## config.mk

```make
export PLATFORM = sky130hd
export DESIGN_NAME = router_term_src
export DESIGN_NICKNAME = d
export VERILOG_FILES = /design/src/rtl/router_pkg.sv /design/src/rtl/router_fwft_fifo.sv /design/src/rtl/router_term_src.sv
export SDC_FILE = /design/constraint.sdc
export NUM_CORES = 1
export LEC_CHECK = 0
export BUFFER_PORTS_ARGS = -buffer_cell sky130_fd_sc_hd__buf_4
export CAP_MARGIN = 20
export CELL_PAD_IN_SITES_DETAIL_PLACEMENT = 1
export CELL_PAD_IN_SITES_GLOBAL_PLACEMENT = 1
export CORE_MARGIN = 4
export CORE_UTILIZATION = 39
export CTS_BUF_LIST = sky130_fd_sc_hd__clkbuf_4
export DETAILED_ROUTE_END_ITERATION = 6
export PLACE_DENSITY = 0.68
export SYNTH_ARGS = -nofsm -noshare
export SYNTH_HDL_FRONTEND = slang
export SYNTH_SLANG_ARGS = --single-unit
```

## constraint.sdc

```tcl
create_clock -name clk -period 5.1 [get_ports clk]
set_input_delay 0.255 -clock clk [delete_from_list [all_inputs] [get_ports clk]]
set_output_delay 0.255 -clock clk [all_outputs]
set_load 0.05 [all_outputs]
```

## src/rtl/router_pkg.sv

```systemverilog
// Shared packet layout, mesh size and source FSM encoding for the terminal-side router blocks.
package router_pkg;

    localparam int ROWS    = 4;
    localparam int COLUMS  = 4;
    localparam int N_TERMS = ROWS * 2 + COLUMS * 2;

    localparam int PCK_SZ  = 40;
    localparam int ID_W    = 6;
    localparam int DST_MSB = 31;
    localparam int DST_LSB = 26;
    localparam int SRC_MSB = 25;
    localparam int SRC_LSB = 20;
    localparam int PAY_W   = 20;

    typedef logic [PCK_SZ-1:0] pkt_t;

    typedef enum logic [1:0] {
        IDLE    = 2'd0,
        WAIT    = 2'd1,
        STALLED = 2'd2
    } src_state_e;

    // Jump field [39:32] is left at zero; the router fills it as the packet travels.
    function automatic pkt_t mk_pkt(input logic [ID_W-1:0]  dst,
                                    input logic [ID_W-1:0]  src,
                                    input logic [PAY_W-1:0] pay);
        pkt_t p;
        p                  = '0;
        p[DST_MSB:DST_LSB] = dst;
        p[SRC_MSB:SRC_LSB] = src;
        p[PAY_W-1:0]       = pay;
        return p;
    endfunction

endpackage

```

## src/rtl/router_fwft_fifo.sv

```systemverilog
// First-word-fall-through FIFO; a write into a full FIFO is accepted when a read retires the head in the same cycle.
module router_fwft_fifo #(
    parameter int W     = 40,
    parameter int DEPTH = 8
) (
    input  logic                     clk,
    input  logic                     reset,
    input  logic                     wr,
    input  logic                     rd,
    input  logic [W-1:0]             din,
    output logic [W-1:0]             dout,
    output logic [$clog2(DEPTH):0]   count,
    output logic                     full,
    output logic                     empty
);

    localparam int              AW      = $clog2(DEPTH);
    localparam logic [AW:0]     DEPTH_C = (AW + 1)'(DEPTH);

    logic [W-1:0]  mem [DEPTH];
    logic [AW-1:0] wptr;
    logic [AW-1:0] rptr;
    logic          do_wr;
    logic          do_rd;

    assign empty = (count == '0);
    assign full  = (count == DEPTH_C);
    assign do_rd = rd && !empty;
    assign do_wr = wr && (!full || do_rd);

    always_ff @(posedge clk or posedge reset) begin
        if (reset) begin
            wptr  <= '0;
            rptr  <= '0;
            count <= '0;
        end else begin
            if (do_wr) wptr <= wptr + 1'b1;
            if (do_rd) rptr <= rptr + 1'b1;
            case ({do_wr, do_rd})
                2'b10:   count <= count + 1'b1;
                2'b01:   count <= count - 1'b1;
                default: ;
            endcase
        end
    end

    // NOTE: storage is not reset; empty/count gate every read, so stale words are never observed.
    always_ff @(posedge clk) begin
        if (do_wr) mem[wptr] <= din;
    end

    assign dout = empty ? '0 : mem[rptr];

endmodule

```

## src/rtl/router_term_src.sv

```systemverilog
// Terminal packet source: builds packets, queues them in a FWFT FIFO and drives the pndng/pop handshake.
module router_term_src #(
    parameter int PCK_SZ  = 40,
    parameter int DEPTH   = 8,
    parameter int SRC_ID  = 0,
    parameter int TIMEOUT = 128
) (
    input  logic                         clk,
    input  logic                         reset,
    input  logic                         wr_en,
    input  logic [5:0]                   wr_dst,
    input  logic [router_pkg::PAY_W-1:0] wr_payload,
    output logic                         full,
    output logic [$clog2(DEPTH):0]       count,
    output logic [PCK_SZ-1:0]            data_out_i_in,
    output logic                         pndng_i_in,
    input  logic                         popin,
    output logic [15:0]                  drop_cnt,
    output logic                         bad_dst,
    output logic                         pop_err,
    output logic                         stall_timeout
);

    import router_pkg::*;

    localparam int               CW         = $clog2(DEPTH) + 1;
    localparam int               TCW        = $clog2(TIMEOUT);
    localparam logic [ID_W-1:0]  MY_ID      = ID_W'(SRC_ID);
    localparam logic [ID_W-1:0]  TERMS      = ID_W'(N_TERMS);
    localparam logic [TCW-1:0]   STALL_LAST = TCW'(TIMEOUT - 2);

    localparam logic [1:0] ST_IDLE    = IDLE;
    localparam logic [1:0] ST_WAIT    = WAIT;
    localparam logic [1:0] ST_STALLED = STALLED;

    logic           dst_ok;
    logic           pop;
    logic           wr_acc;
    logic           wr_drop;
    logic           empty;
    logic           drains;
    pkt_t           pkt;
    logic [1:0]     state;
    logic [TCW-1:0] stall_cnt;

    assign dst_ok     = (wr_dst < TERMS) && (wr_dst != MY_ID);
    assign pop        = popin && pndng_i_in;
    assign wr_acc     = wr_en && dst_ok && (!full || pop);
    assign wr_drop    = wr_en && !wr_acc;
    assign pndng_i_in = !empty;
    assign pkt        = mk_pkt(wr_dst, MY_ID, wr_payload);

    // True when the FIFO will hold nothing after this edge.
    assign drains = !wr_acc && ((count == CW'(0)) || (count == CW'(1) && pop));

    router_fwft_fifo #(
        .W     (PCK_SZ),
        .DEPTH (DEPTH)
    ) u_fifo (
        .clk   (clk),
        .reset (reset),
        .wr    (wr_acc),
        .rd    (pop),
        .din   (pkt),
        .dout  (data_out_i_in),
        .count (count),
        .full  (full),
        .empty (empty)
    );

    always_ff @(posedge clk or posedge reset) begin
        if (reset) begin
            drop_cnt <= '0;
            bad_dst  <= 1'b0;
            pop_err  <= 1'b0;
        end else begin
            if (wr_drop && drop_cnt != 16'hFFFF) drop_cnt <= drop_cnt + 1'b1;
            if (wr_en && !dst_ok)                bad_dst  <= 1'b1;
            if (popin && !pndng_i_in)            pop_err  <= 1'b1;
        end
    end

    // A pop restarts the stall window; STALLED only leaves on a pop and never clears the flag.
    always_ff @(posedge clk or posedge reset) begin
        if (reset) begin
            state         <= ST_IDLE;
            stall_cnt     <= '0;
            stall_timeout <= 1'b0;
        end else begin
            case (state)
                ST_IDLE: begin
                    if (pndng_i_in) begin
                        state     <= ST_WAIT;
                        stall_cnt <= '0;
                    end
                end
                ST_WAIT, ST_STALLED: begin
                    if (drains) begin
                        state     <= ST_IDLE;
                        stall_cnt <= '0;
                    end else if (pop) begin
                        state     <= ST_WAIT;
                        stall_cnt <= '0;
                    end else if (state == ST_WAIT) begin
                        if (stall_cnt == STALL_LAST) begin
                            state         <= ST_STALLED;
                            stall_timeout <= 1'b1;
                        end
                        stall_cnt <= stall_cnt + 1'b1;
                    end
                end
                default: state <= ST_IDLE;
            endcase
        end
    end

endmodule

```

==> impl.org <==
** Setup path
- The worst setup path is captured at an output port.
- The worst setup path is launched from a register.
- FF-to-FF Start :: u_fifo.count[0]$_DFFE_PP0P_
- In this run the critical register-to-register path is captured at u_fifo.mem[1][7]$_DFFE_PP_.
- Register-to-Register Setup Slack :: roughly 1.8 ns
- Capture point of the worst path :: data_out_i_in[28]
- Measured in cells, the most critical reg-to-reg path has a length of 8.
- CP Launch Point :: u_fifo.rptr[0]$_DFFE_PP0P_
- Class of the most critical setup path :: register to output port
- Data on the critical path is required at its endpoint by a little under 5 ns.
- For the worst setup path, the data arrival time is about 3.2 ns.
- Critical path peak fanout :: 40

** Die
- Die boundary height :: between 150 and 200 microns
- The floorplan step set the die width to ~170 microns.
- Starting utilization of the core area :: 0.398
- In this run the standard cell core region covers 0.0253 sq mm.
- In this run the core area contains 58 standard-cell rows.
- In this run the count of I/O pins placed on the die edge is 95.
- Floorplan die area :: 0.0285 sq mm

** Timing
- Final total negative setup slack :: 0 ns
- For the finished layout, the period the worst path requires is between 3 and 4 ns.
- Headroom to the max-slew limit came out at 0.317.
- Count of final setup violators :: 0
- The number of slew-limit violations in the final report came to 0.
- Unrepaired setup endpoints after global routing :: false
- Timing would allow up to around 290 MHz.
- Dividing the final minimum period by the clock period gives 0.670.
- Transition time at the pin with the least slew margin :: 1.02 ns
- Clk_skew :: ~0.029 ns
- Final-report hold violation count :: 0

** Hold path
- Type of the most critical hold path :: input pin to async pin

** Finish
- The finished cells cover ~0.012 sq mm.
- The multi-input combinational cells in the finished layout cover a total of around 0.0027 sq mm.
- Summing all flip-flop and latch instances after layout gives between 0.007 and 0.008 sq mm.
- Leaving out fill and tap cells, the most frequent cell in the layout is edfxtp_1.
- P&R area growth vs syn :: 20.8%
- Most frequent cells in the layout :: edfxtp_1 (208), clkbuf_4 (96), buf_4 (90)
- In the final layout, the share of cells above drive strength 1 is 0.346.
- Number of standard cells in the final layout excluding fillers :: 1,097
- Fin nets :: 765
- The filler cells instantiated in the layout total 2,465.

** Synthesis
- Synthesis inferred 246 register bits.
- Count of flip-flops with a built-in enable after synthesis :: between 200 and 250
- The synthesized netlist occupies a cell area of between 0.01 and 0.015 sq mm.
- Mean instance size in the synthesized netlist :: 18.1 sq um
- Portion of the post-synthesis area used by sequential elements :: 0.714
- Of all flip-flops after synthesis, the portion carrying an async set or reset was 0.154.
- Largest area contributor in the synthesized netlist :: edfxtp_1
- During synthesis, Yosys emitted a total of 0 warnings.
- Dominant synthesized flop cell :: edfxtp_1
- Synth area leaders :: edfxtp_1 (62%), mux4_2 (12%), dfrtp_1 (9.4%)
- After technology mapping, the gate count stands at roughly 560.
- Of the post-synthesis cell area, the dominant cell type holds 0.620.
- The synthesized netlist contains between 40 and 50 unique library cells.

** Clock network
- For the worst-skew pair, the clock arrives at the later sink with an insertion delay of roughly 0.64 ns.
- Number of buffers created by CTS :: 66
- CTS H-tree lvls :: 3
- Clk pin slew, worst setup/hold paths :: roughly 0.07 ns
- Clock Root Buffer :: clkbuf_4
- Post-CTS setup buffer count :: 0
- Number of clock sinks seen by CTS :: about 250
- CTS max path bufs :: 3
- Clock tree from TritonCTS :: yes

** Pwr
- For this design the ratio of total power to cell area is ~560 mW/mm^2.
- Total power of the final layout :: just under 0.007 W
- Leakage power :: about 4.4 nW
- Maximum ir drop on the vdd rail :: ~0.00035 V

** Placement
- The congestion estimate from routability-driven global placement came to 0.749.
- Cell Area, Placed :: approximately 0.011 sq mm
- Including well taps, the total number of placed cells is roughly 960.
- The wire-length estimate of the detail-placed layout is about 13 mm.
- Buffers placed on the I/O ports in this run total 80.

** Run status
- The run finished with clean final reports.

** Route
- After detailed routing, the number of remaining DRC violations is 0.
- Post-DRT Antenna Nets :: 0
- Detailed-router iteration count before antenna repair :: 4
- Dividing the detail-routed via count by the number of cells gives just over 5.
- For this block, the initial DRC count from the detailed router was ~250.
- Dividing the detail-routed wire length by the instance count gives between 15 and 20 microns.
- Routed wire length :: about 22 mm
- Summing over every cut layer, the via total after detailed routing is around 5,600.

** Global route
- Across every metal layer, demand over resource in global routing totals 0.158.
- The number of antenna violations at the first check in global routing is 1.
- The first global-routing pass estimated roughly 35 mm of wire.
- Entering global routing, the biggest net connects between 40 and 50 pins.
- For this run the aggregate overflow at the end of global routing stands at 0.
- Number of global-route vias before repair :: about 6,300

** Job
- Max-cap violations :: 0
[routing by layer]
| layer | up-vias | GRT usage | wire (microns) |
|---|---|---|---|
| met1 | 2873 | 0.208 | 9420 |
| met3 | 21 | 0.0357 | 1210 |
| met4 | 0 | 0.0515 | 254 |
| li1 | 2527 | - | - |
| met2 | 167 | 0.263 | 11000 |
| met5 | - | 0 | 0 |
[power by group]
group | switching, W | total, W | internal [W]
Sequential | 0.000345 | 0.00266 | 0.00232
Combinational | 0.00147 | 0.00244 | 0.000969
Clock | 0.000769 | 0.00168 | 0.000913
Total | 0.00259 | 0.00679 | 0.00420
[through the flow]
stage | setup slack (ns) | hold WS (ns) | utilization
floorplan | 1.01 | 0.354 | -
global placement | 1.97 | 0.408 | 0.437
detailed placement | 1.74 | 0.428 | 0.437
CTS | 1.55 | 0.268 | 0.480
global route | 1.40 | 0.342 | 0.480
finish | 1.68 | 0.320 | 0.480
[Yosys cell counts, types with 2 or more instances]
cell type / instances
a21oi_1: 6
a221oi_1: 3
a31o_2: 2
a31oi_1: 7
and3_1: 3
buf_1: 3
buf_2: 6
buf_4: 14
buf_6: 2
clkbuf_1: 11
dfrtp_1: 38
edfxtp_1: 208
ha_1: 13
inv_1: 13
mux2i_1: 29
mux4_2: 52
nand2_1: 23
nand2b_1: 7
nand3_1: 13
nand4_1: 9
nor2_1: 45
nor3_1: 3
o21ai_0: 4
o22ai_1: 2
xnor2_1: 16
xor2_1: 6
[critical path, cell delays in order (launching register included)]
cell     delay, ns
dfrtp_4       0.97
buf_4         0.44
mux4_2        0.55
mux2i_1       0.26
nor2_1        0.07
buf_4         0.20
[cell families (layout without fill, tap and decap cells)]
kind of cell | count (synthesis) | after routing | share of synthesized area
AO/OA/AOI/OAI | 32 | 32 | 0.0221
XOR/XNOR | 22 | 22 | 0.0191
adder cells (fa/ha/maj) | 13 | 13 | 0.0161
buffers and inverters | 50 | 245 | 0.0261
flip-flops | 246 | 246 | 0.714
multiplexers | 82 | 82 | 0.146
other | 1 | 15 | 0.000372
AND/OR/NAND/NOR | 112 | 112 | 0.0559
[layout make-up]
class,instances,area share
clock inverters,16,0.00771
clock buffers,96,0.0592
flip-flops and latches,246,0.592
diodes,1,0.000206
well taps,330,0.0339
repair buffers,119,0.0794
multi-input cells,275,0.223
inverters,14,0.00432
[flip-flops by register name, summed over array words and instances, names as in the netlist]
| signal | cells |
|---|---|
| state | 2 |
| u_fifo.rptr | 3 |
| u_fifo.wptr | 3 |
| bad_dst | 1 |
| u_fifo.count | 4 |
| stall_cnt | 7 |
| u_fifo.mem | 208 |
| stall_timeout | 1 |
| drop_cnt | 16 |
| pop_err | 1 |
[repair_timing]
| action | 4_1_cts | 5_1_grt |
|---|---|---|
| endpoints found under the hold margin | 248 | 0 |
| hold buffers | 29 | 0 |
| gates resized for setup | 0 | 0 |
[how the worst min path moves through the flow]
stage	slack, ns	end	start	cells after the start
after floorplan	0.35	u_fifo.mem[0][0]$_DFFE_PP_	wr_payload[0]	0
after global placement	0.41	bad_dst$_DFFE_PP0P_	reset	3
after CTS	0.27	stall_timeout$_DFFE_PP0P_	reset	4
after detailed placement	0.43	bad_dst$_DFFE_PP0P_	reset	3
after global routing	0.34	stall_timeout$_DFFE_PP0P_	reset	4
final	0.32	stall_timeout$_DFFE_PP0P_	reset	4
Note: power is estimated with default switching activity, not from simulation.
